==> src/rtl/ram_pkg.sv <==
// Shared RAM geometry defaults and requester IDs used by the arbiter and its block RAM.
package ram_pkg;

    localparam int DEF_RAM_WIDTH     = 16;
    localparam int DEF_RAM_ADDR_BITS = 14;

    // Requester IDs double as the arbiter's registered read-owner encoding.
    localparam logic [1:0] ID_NONE = 2'd0;
    localparam logic [1:0] VID     = 2'd1;
    localparam logic [1:0] CPU     = 2'd2;

endpackage

==> src/rtl/ram_arbiter.sv <==
// Two-requester RAM arbiter: video has priority, CPU is forced through after STARVE_LIMIT denials.
module ram_arbiter
    import ram_pkg::*;
#(
    parameter int RAM_WIDTH     = DEF_RAM_WIDTH,
    parameter int RAM_ADDR_BITS = DEF_RAM_ADDR_BITS,
    parameter int STARVE_LIMIT  = 4
) (
    input  logic                     clk,
    input  logic                     rst_n,
    input  logic                     vid_req,
    input  logic [RAM_ADDR_BITS-1:0] vid_addr,
    output logic                     vid_gnt,
    output logic                     vid_rvalid,
    output logic [RAM_WIDTH-1:0]     vid_rdata,
    input  logic                     cpu_req,
    input  logic                     cpu_we,
    input  logic [RAM_ADDR_BITS-1:0] cpu_addr,
    input  logic [RAM_WIDTH-1:0]     cpu_wdata,
    output logic                     cpu_gnt,
    output logic                     cpu_rvalid,
    output logic [RAM_WIDTH-1:0]     cpu_rdata,
    output logic                     ram_en,
    output logic                     ram_wr_en,
    output logic [RAM_ADDR_BITS-1:0] ram_addr,
    output logic [RAM_WIDTH-1:0]     ram_din,
    input  logic [RAM_WIDTH-1:0]     ram_dout
);

    localparam logic [3:0] LIMIT = 4'(STARVE_LIMIT);

    logic [3:0] starve_q, starve_d;
    logic [1:0] owner_q, owner_d;
    logic       cpu_force;

    always_comb begin
        cpu_force = cpu_req && (starve_q == LIMIT);
        // Grants are gated by rst_n so reset silences the RAM without waiting for a clock.
        vid_gnt   = rst_n && vid_req && !cpu_force;
        cpu_gnt   = rst_n && cpu_req && (!vid_req || cpu_force);

        ram_en    = vid_gnt || cpu_gnt;
        ram_wr_en = cpu_gnt && cpu_we;
        ram_addr  = vid_gnt ? vid_addr : cpu_addr;
        ram_din   = cpu_wdata;

        starve_d = starve_q;
        if (!cpu_req || cpu_gnt) begin
            starve_d = 4'd0;
        end else if (starve_q != LIMIT) begin
            starve_d = starve_q + 4'd1;
        end

        owner_d = ID_NONE;
        if (vid_gnt) begin
            owner_d = VID;
        end else if (cpu_gnt && !cpu_we) begin
            owner_d = CPU;
        end
    end

    always_ff @(posedge clk or negedge rst_n) begin
        if (!rst_n) begin
            starve_q <= 4'd0;
            owner_q  <= ID_NONE;
        end else begin
            starve_q <= starve_d;
            owner_q  <= owner_d;
        end
    end

    assign vid_rvalid = (owner_q == VID);
    assign cpu_rvalid = (owner_q == CPU);
    assign vid_rdata  = ram_dout;
    assign cpu_rdata  = ram_dout;

endmodule

==> config.mk <==
export PLATFORM = sky130hd
export DESIGN_NAME = ram_arbiter
export DESIGN_NICKNAME = d
export VERILOG_FILES = /design/src/rtl/ram_pkg.sv /design/src/rtl/ram_arbiter.sv
export SDC_FILE = /design/constraint.sdc
export NUM_CORES = 1
export LEC_CHECK = 0
export ABC_CLOCK_PERIOD_IN_PS = 2800
export CAP_MARGIN = 20
export CORE_ASPECT_RATIO = 1.5
export CORE_MARGIN = 1.5
export CORE_UTILIZATION = 24
export DETAILED_ROUTE_END_ITERATION = 10
export GPL_TIMING_DRIVEN = 0
export PLACE_DENSITY = 0.88
export SYNTH_ARGS = -nofsm -noshare
export SYNTH_HDL_FRONTEND = slang
export SYNTH_SLANG_ARGS = --single-unit
==> constraint.sdc <==
create_clock -name clk -period 2.8 [get_ports clk]
set_clock_uncertainty 0.2 [all_clocks]
set_input_delay 0.56 -clock clk [delete_from_list [all_inputs] [get_ports clk]]
set_output_delay 0.56 -clock clk [all_outputs]
set_load 0.02 [all_outputs]
==> results.cfg <==
[floorplanning]
boundaryPins = 133
std_cell_rows = 27
die_h_um = 78.8
die_area_sq_um = 4210
core_sq_um = 3680
die_x_um = 53.5
start_util_pct = 24.9

[place]
numPortBuffers = 100
gp_congestion = 0.807
dpl.hpwl_mm = 2.34

[timing]
setup_viol = 0
min_period_ns = 2.73
timing.hold.ws_ns = 0.0661
slew_headroom_pct = 81.5
hold_violations = 0
fmax_ghz = 0.367
post-route-period-util_pct = 97.3
tightest_slew_ns = 0.274
drv_slew = 0
rsz0062_at_grt = no
setup_tns_ns = 0

[setup_path]
crit_end = cpu_gnt
cpPeakStageDelay_ns = 0.66
worst_setup_path_start_kind = flip-flop
arrival_ns = 1.97
reg2reg_from = starve_q[1]
rrSetupSlack_ns = 1.21
r2r_cells = 6
critPathRequiredTime_ns = 2.04
cp_max_fo = 6
r2r_end = owner_q[0]
crit_chain = inv_2 > ha_4 > nand3b_4 > a211oi_4 > clkdlybuf4s50_1
startpoint = starve_q[1]
end_kind = primary output
critical_path_class = reg -> out
slowest_stage = clkdlybuf4s50_1

[layout]
final_common_cell = clkdlybuf4s50_1
final_util_pct = 54.1
antenna_cells = 0
drive_gt1_share_pct = 41.5
fin_nets = 269
nFillCells = 314
layout_common_cells = clkdlybuf4s50_1 (81), buf_4 (49), mux2_4 (9), dlygate4sd2_1 (9), buf_2 (9)
area_delta_synth_final_pct = 117

[clock_network]
cts_buffers = 3
clkTransAtPathRegs_ns = 0.04
h-tree-depth = 1
cts.sinks = 6
cts_hold_buf = 0
cts_tree = done
cts_buffer_depth = 2
clockRootBuffer = clkbuf_8
insertion_delay_ns = 0.23

[power_and_ir_drop]
p_seq_share_pct = 17.1
p_leak_nw = 0.937
ir_drop_mv = 0.188
internal_power_uw = 377
p_clk_share_pct = 24.0
netSwitchingFraction_pct = 31.7
pwr-share-comb_pct = 58.9
p_per_area_nw_per_um2 = 277
p_sw_uw = 175

[grt]
track_usage_pct = 12.5
met2_usage_pct = 26.0
globalRouteMet3Util_pct = 2.26
met1_usage_pct = 9.32
gr-max-usage-layer = met2
grt_pass1_wl_mm = 3.91
antenna_found_initial = 0
grt_max_degree = 12
grt_pass1_vias = 1040
grt.overflow.total = 0

[route]
post_drt_wl_per_cell_um = 10.7
vias_per_cell = 4.20
vias = 1020
wl_mm = 2.60
first_iter_violations = 5
antenna_left = 0
dr.pass1.iters = 4
drc_errors = 0

[logic_synthesis]
syn_nets = 163
yosys_warnings = 0
ys_ff_latch = 6
synthDistinctLibCells = 23
synth.avg_cell_area_sq_um = 9.57
syn_inst = 96
seq_area_frac_synth_pct = 16.3
netlist_area_sq_um = 918

[outcome]
run_status = completed

[min_path]
holdCritPathClass = in -> async

[flow_run]
cap_viol_max_count = 0
synth_stat cells:
cell,instances,share of area [%]
a211oi_1,1,0.82
o211a_1,1,1.1
nand2b_1,1,0.68
nor2_1,2,0.82
buf_4,48,39
buf_6,1,1.2
mux2_2,5,6.1
nor3_1,1,0.54
a311oi_1,1,0.95
o41ai_1,1,0.95
o2111ai_1,1,0.95
ha_1,2,2.7
mux2_4,9,15
dfrtp_1,6,16
nor2b_1,3,2.0
xor2_1,1,0.95
inv_1,4,1.6
nand3b_4,1,2.2
o32ai_1,1,0.95
nand3_1,2,1.1
buf_12,1,2.2
and2_1,1,0.68
o21ai_0,2,1.1
critical path, delay by kind of cell (launching register included):
family,cells,cell delay [ns]
flip-flops,1,0.40
AND/OR/NAND/NOR,1,0.12
AO/OA/AOI/OAI,1,0.32
adder cells (fa/ha/maj),1,0.14
buffers and inverters,2,0.75
routing by layer:
metal / share of wire (%) / wire length [um]
met4: 2.3 / 60
met5: 0 / 0
met2: 56 / 1460
met1: 28 / 724
met3: 14 / 352
registers in the layout, indices dropped and copies added (netlist names):
name and flops:
starve_q 4, owner_q 2
what timing repair did:
item | in CTS | in global routing
setup buffers | 1 | 0
endpoints found under the hold margin | 0 | 0
resized for setup | 54 | 0
endpoints found under the setup margin | 18 | 0
logic make-up after synthesis:
family	synth area share, %
compound gates	6.81
mux	20.8
flops	16.3
fa+ha+maj	2.72
xor+xnor	0.954
simple gates	8.04
buf+inv	44.3
worst min path at each step:
stage / from / end / slack (ns) / cells past startpoint
finish: rst_n / starve_q[1] / 0.07 / 1
global route: rst_n / starve_q[1] / 0.08 / 1
CTS: rst_n / starve_q[1] / 0.07 / 1
detailed placement: starve_q[0] / starve_q[0] / 0.35 / 1
global placement: starve_q[0] / starve_q[0] / 0.35 / 1
floorplan: rst_n / owner_q[0] / 0.06 / 0
power groups by stage:
stage	registers, mW	clock network, mW	logic (mW)
finish	0.0943	0.132	0.325
global route	0.0948	0.135	0.346
CTS	0.0944	0.133	0.329
detailed placement	0.0962	0	0.335
global placement	0.0959	0	0.331
floorplan	0.0953	0	0.177
metrics by stage:
stage / power (mW) / worst slack (ns) / cell area, sq um / instances
final: 0.551 / 0.0746 / 1990 / 243
after detailed placement: 0.431 / -0.646 / 1970 / 239
after global placement: 0.427 / -0.620 / 1970 / 239
after floorplan: 0.272 / 0.228 / 918 / 96
after global routing: 0.576 / 0.00604 / 1990 / 243
after CTS: 0.556 / 0.0700 / 1990 / 243
area by class of cell:
cell class / instances / area [sq um] / area share (%)
well taps: 43 / 53.8 / 2.70
repair buffers: 101 / 953 / 47.9
inverters: 4 / 15.0 / 0.754
multi-input cells: 36 / 387 / 19.4
flip-flops and latches: 6 / 150 / 7.54
clock buffers: 3 / 41.3 / 2.07
plain buffers: 50 / 392 / 19.7
(Power assumes the default switching activity.)
